`src/rtl/uart_pkg.sv`:
```
// Shared definitions for the UART transmit arbiter: frame geometry,
// arbiter FSM states and the baud divider calculation.
package uart_pkg;

    // Start bit + 8 data bits + stop bit.
    localparam int FRAME_BITS = 10;

    typedef enum logic [1:0] {
        IDLE  = 2'd0,
        START = 2'd1,
        WAIT  = 2'd2
    } arb_state_t;

    // System clocks per serial bit (integer division, same as the transmitter).
    function automatic int calc_baud_cnt_max(input int clk_freq, input int bps);
        return clk_freq / bps;
    endfunction

endpackage

```
`src/rtl/rr_pick.sv`:
```
// Combinational round-robin finder: returns the first set bit of req,
// searching upward from ptr and wrapping modulo N.
module rr_pick #(
    parameter int N  = 4,
    parameter int IW = $clog2(N)
) (
    input  logic [N-1:0]  req,
    input  logic [IW-1:0] ptr,
    output logic          any,
    output logic [IW-1:0] idx
);

    logic [IW:0]   sum;
    logic [IW-1:0] cand;

    // Scan offsets from the farthest to the nearest so the nearest set bit wins.
    always_comb begin
        // NOTE: every variable gets a default before any conditional write,
        // otherwise the tool infers a latch to hold the old value.
        any  = |req;
        idx  = '0;
        sum  = '0;
        cand = '0;
        for (int k = N - 1; k >= 0; k--) begin
            sum  = {1'b0, ptr} + (IW + 1)'(k);
            cand = (sum >= (IW + 1)'(N)) ? IW'(sum - (IW + 1)'(N)) : sum[IW-1:0];
            if (req[cand]) begin
                idx = cand;
            end
        end
    end

endmodule

```
`src/rtl/uart_tx_arbiter.sv`:
```
// Round-robin arbiter sharing one 8N1 UART transmitter between NUM_REQ
// byte producers. The transmitter has no busy/done output, so this block
// latches the granted byte, fires one start pulse and then times out the
// whole frame plus a guard gap before granting again.
module uart_tx_arbiter
    import uart_pkg::*;
#(
    parameter int NUM_REQ  = 4,
    parameter int UART_BPS = 9600,
    parameter int CLK_FREQ = 50_000_000,
    parameter int GAP_BITS = 1
) (
    input  logic                       sys_clk,
    input  logic                       sys_rst,
    input  logic [NUM_REQ-1:0]         req_valid,
    input  logic [8*NUM_REQ-1:0]       req_data,
    output logic [NUM_REQ-1:0]         req_ready,
    output logic [7:0]                 tx_data,
    output logic                       tx_start,
    output logic                       busy,
    output logic [$clog2(NUM_REQ)-1:0] grant_id
);

    localparam int IW           = $clog2(NUM_REQ);
    localparam int BAUD_CNT_MAX = calc_baud_cnt_max(CLK_FREQ, UART_BPS);
    // +2 covers the transmitter's flag-to-enable and bit_flag pipeline delay.
    localparam int FRAME_CYCLES = (FRAME_BITS + GAP_BITS) * BAUD_CNT_MAX + 2;
    localparam int CNT_W        = $clog2(FRAME_CYCLES + 1);

    if (BAUD_CNT_MAX < 2) begin : g_baud_check
        $error("uart_tx_arbiter: CLK_FREQ/UART_BPS must be at least 2");
    end

    if (NUM_REQ < 2 || NUM_REQ > 8) begin : g_num_req_check
        $error("uart_tx_arbiter: NUM_REQ must be in 2..8");
    end

    arb_state_t       state;
    logic [IW-1:0]    rr_ptr;
    logic [CNT_W-1:0] frame_cnt;

    logic             pick_any;
    logic [IW-1:0]    pick_idx;
    logic [IW-1:0]    next_ptr;
    logic [7:0]       req_bytes [NUM_REQ];

    rr_pick #(
        .N  (NUM_REQ),
        .IW (IW)
    ) u_rr_pick (
        .req (req_valid),
        .ptr (rr_ptr),
        .any (pick_any),
        .idx (pick_idx)
    );

    // Split the flat data bus into one byte per requester.
    always_comb begin
        for (int i = 0; i < NUM_REQ; i++) begin
            req_bytes[i] = req_data[8*i +: 8];
        end
    end

    // Pointer moves to the requester just after the one last served.
    assign next_ptr = (grant_id == IW'(NUM_REQ - 1)) ? '0 : grant_id + 1'b1;

    // Acknowledge the picked requester only while idle and out of reset.
    always_comb begin
        req_ready = '0;
        if (!sys_rst && state == IDLE && pick_any) begin
            req_ready[pick_idx] = 1'b1;
        end
    end

    // Arbiter FSM: accept a byte, pulse start, then time out frame + gap.
    always_ff @(posedge sys_clk) begin
        if (sys_rst) begin
            state     <= IDLE;
            rr_ptr    <= '0;
            frame_cnt <= '0;
            tx_data   <= 8'h00;
            tx_start  <= 1'b0;
            busy      <= 1'b0;
            grant_id  <= '0;
        end else begin
            // NOTE: state is written with <= so every branch sees the values
            // from before this edge; a blocking = here would create
            // order-dependent behaviour and simulation/synthesis mismatch.
            tx_start <= 1'b0;
            case (state)
                IDLE: begin
                    if (pick_any) begin
                        tx_data  <= req_bytes[pick_idx];
                        grant_id <= pick_idx;
                        busy     <= 1'b1;
                        tx_start <= 1'b1;
                        state    <= START;
                    end
                end
                START: begin
                    frame_cnt <= CNT_W'(FRAME_CYCLES - 1);
                    state     <= WAIT;
                end
                WAIT: begin
                    if (frame_cnt == '0) begin
                        state  <= IDLE;
                        busy   <= 1'b0;
                        rr_ptr <= next_ptr;
                    end else begin
                        frame_cnt <= frame_cnt - 1'b1;
                    end
                end
                default: begin
                    state <= IDLE;
                end
            endcase
        end
    end

endmodule

```
`config.mk`:
```
export PLATFORM = sky130hd
export DESIGN_NAME = uart_tx_arbiter
export DESIGN_NICKNAME = d
export VERILOG_FILES = /design/src/rtl/uart_pkg.sv /design/src/rtl/rr_pick.sv /design/src/rtl/uart_tx_arbiter.sv
export SDC_FILE = /design/constraint.sdc
export NUM_CORES = 1
export LEC_CHECK = 0
export ABC_AREA = 1
export BUFFER_PORTS_ARGS = -buffer_cell sky130_fd_sc_hd__buf_2
export CORE_ASPECT_RATIO = 0.9
export CORE_MARGIN = 1
export CORE_UTILIZATION = 53
export DETAILED_ROUTE_END_ITERATION = 10
export HOLD_SLACK_MARGIN = 0.12
export PLACE_DENSITY = 0.8
export SYNTH_ARGS = -nofsm -noshare
export SYNTH_HDL_FRONTEND = slang
export SYNTH_SLANG_ARGS = --single-unit
```
`constraint.sdc`:
```
create_clock -name sys_clk -period 2.2 [get_ports sys_clk]
set_input_delay 0.33 -clock sys_clk [delete_from_list [all_inputs] [get_ports sys_clk]]
set_output_delay 0.33 -clock sys_clk [all_outputs]
set_load 0.01 [all_outputs]
```
==> impl_results.md <==
* Clk_lat worst skew at 0.29 ns
* Fill cell count at 321
* Syn_nets at 353
* Critical Path Most Common Cell: nand2_1
* Leakage power at 1.20 nW
* First-pass GRT wire length at 7850 um
* Final antenna-violating net count at 0
* DR WL/cell at 11.4 um
* Worst Setup SP: rr_ptr[0]$_SDFFE_PP0P_
* Post-CTS Resized at 0
* Yosys cell types at 30
* Die height at 60.7 um
* Clock Skew at 0.00102 ns
* Status: finished clean
* Routed wire length at 4660 um
* CTS tree: done
* Worst Path Arrival at 1.66 ns
* Final Core Density at 68.3%
* CP Buf/Inv Count at 1
* Synth Warn # at 0
* Worst Path Max Fanout at 9
* Delay-heaviest family, CP: simple AND/OR/NAND/NOR gates
* Hold path startpoint: req_data[16]
* Detailed Place HPWL at 3490 um
* Area occupied by multi-input gates at 0.00117 mm^2
* Fin crit share at 90.6%
* Postcts setup bufs at 0
* Fmax at 0.502 GHz
* NumNets Final at 404
* Max H-tree Level at 2
* DR pass1 iterations at 5
* Crit-path cells: nand2_1 -> nor2_1 -> nor2_2 -> nand3_1 -> nand2_1 -> nand2_1 -> nand2_2 -> nor3_1 -> buf_2
* Setup CP Type: register to output port
* Antenna diodes at 0
* Clock Pin Slew Worst Setup and Hold Paths at 0.06 ns
* RSZ-0062 raised after global routing: no
* Rel. slew slack at 67.9%
* Initial DRC count at 129
* Die W at 67.2 um
* Ports at 54
* Power Density at 813 mW/mm^2
* Cells after Synth at 313
* Initial antenna violation count at 0
* Largest net degree at the start of global routing at 21
* Root Driver: clkbuf_8
* Vias in the first global route at 1835
* RR Startpoint: frame_cnt[0]$_SDFFE_PP0P_
* All-Layer GR Usage at 25.5%
* CTS Buf Count at 5
* Critical Path Sink Type: output port
* Layout cells sized above 1 at 22.3%
* Register area at 643 um^2
* Row Count at 20
* Count of pins over their slew limit at 0
* Crit path largest cell delay at 0.42 ns
* Syn Area/Cell at 6.47 um^2
* Vias at 2134
* Peak supply drop at 0.502 mV
* PnR Total Power at 1.94 mW
* Port bufs at 53
* Hold Fails Final Rpt at 0
* Post-synthesis sequential area ratio at 31.6%
* Drt drc at 0
* Overflow after GRT at 0
* Clk buf depth at 2
* Slew @ Worst Pin at 0.479 ns
* Critical Path Slowest Stage Cell: dfxtp_2
* Hold_buf cts at 0
* # clock sinks at 32
* Max-Cap Viols at 0
* Mapped Area at 0.00203 mm^2
* Std-Cell Core Area at 0.00350 mm^2
* Starting Density at 57.8%
* Seq cells post-synth at 32
* Setup violators final at 0
* Via/cell ratio at 5.23
* Setup crit start kind: register
* Area Growth Syn to Fin at 18.0%
* Tmin final at 1.99 ns
* Required @ worst endpoint at 1.87 ns
* Fin Setup TNS at 0 ns
* Worst min-delay path category: primary input to register
* Full die area at 0.00407 mm^2
* GP Congestion at 0.918
==> logic make-up after synthesis <==
group / after synthesis / synth area share (%)
flops: 32 / 31.6
simple gates: 180 / 40.9
compound gates: 44 / 11.2
fa+ha+maj: 2 / 1.24
xor+xnor: 10 / 4.32
buf+inv: 45 / 10.7
==> per-stage QoR <==
| stage | hold WS, ns | std cells | worst slack (ns) | cell area, um^2 |
|---|---|---|---|---|
| after floorplan | 0.439 | 313 | 0.409 | 2030 |
| after global placement | 0.451 | 401 | 0.355 | 2290 |
| after detailed placement | 0.459 | 401 | 0.259 | 2290 |
| after CTS | 0.341 | 408 | 0.0846 | 2390 |
| after global routing | 0.371 | 408 | 0.00898 | 2390 |
| final | 0.347 | 408 | 0.206 | 2390 |
==> layer usage <==
metal / global-route usage [%] / vias to the layer above / wire length (um)
li1: - / 1135 / -
met1: 32.7 / 944 / 2340
met2: 41.9 / 52 / 2050
met3: 8.46 / 3 / 231
met4: 5.78 / 0 / 35
met5: 0 / - / 0
==> worst reg2reg max path: stages (launching register included) <==
cell and delay, ns:
dfxtp_1 0.33, inv_1 0.11, ha_2 0.22, nand2_2 0.07
nor2_4 0.12, nand4_2 0.16, nor2_4 0.15, nand2_4 0.08
nand2_4 0.12, nand2_4 0.12, inv_4 0.16, nand2_1 0.06
a21oi_1 0.14
==> power breakdown <==
group | switching, mW | internal (mW) | total (mW) | leakage (nW)
clock | 0.211 | 0.278 | 0.489 | 0.0503
sequential | 0.0735 | 0.666 | 0.739 | 0.265
combinational | 0.438 | 0.277 | 0.715 | 0.882
==> layout make-up <==
class | count | share of cell area [%]
multi-input combinational | 236 | 49.0
tap | 44 | 2.30
sequential | 32 | 26.9
clock buffer | 7 | 4.03
inverter | 30 | 4.81
timing repair buffer | 59 | 13.0
==> sequential cells by signal (all words and copies together), names as in the netlist <==
signal / count
tx_data: 8
frame_cnt: 16
grant_id: 2
tx_start: 1
busy: 1
state: 2
rr_ptr: 2
==> cell usage after synthesis (all sizes together) <==
library cell  number  share of area, %
a21boi             1              0.37
a21oi             16               4.0
buf               11               4.3
clkbuf             4              0.74
dfxtp             32                32
ha                 2               1.2
inv               30               5.7
nand2             69                14
nand3             35               8.6
nand3b             1              0.37
nand4             13               4.3
nor2              53                11
nor3               7               1.7
nor4               2              0.62
o21ai             25               6.2
o22ai              1              0.31
o41ai              1              0.43
xnor2              2              0.86
xor2               8               3.5
==> layout by cell type, fill, tap and decap left out, drive strengths merged, types with 7 or more instances in the layout <==
cell,count
nand2,69
buf,59
nor2,53
nand3,35
dfxtp,32
inv,30
o21ai,25
a21oi,16
nand4,13
xor2,8
nor3,7
clkbuf,7
==> final timing paths <==
path                                      to  slack, ns  cells past startpoint
setup / recovery                req_ready[2]       0.21                      9
hold reg to reg   frame_cnt[15]$_SDFFE_PP0P_       0.47                      2
hold / removal       tx_data[0]$_SDFFE_PP0P_       0.35                      5
setup reg to reg   frame_cnt[3]$_SDFFE_PP0P_       0.28                     12
Note: power is estimated with default switching activity, not from simulation.
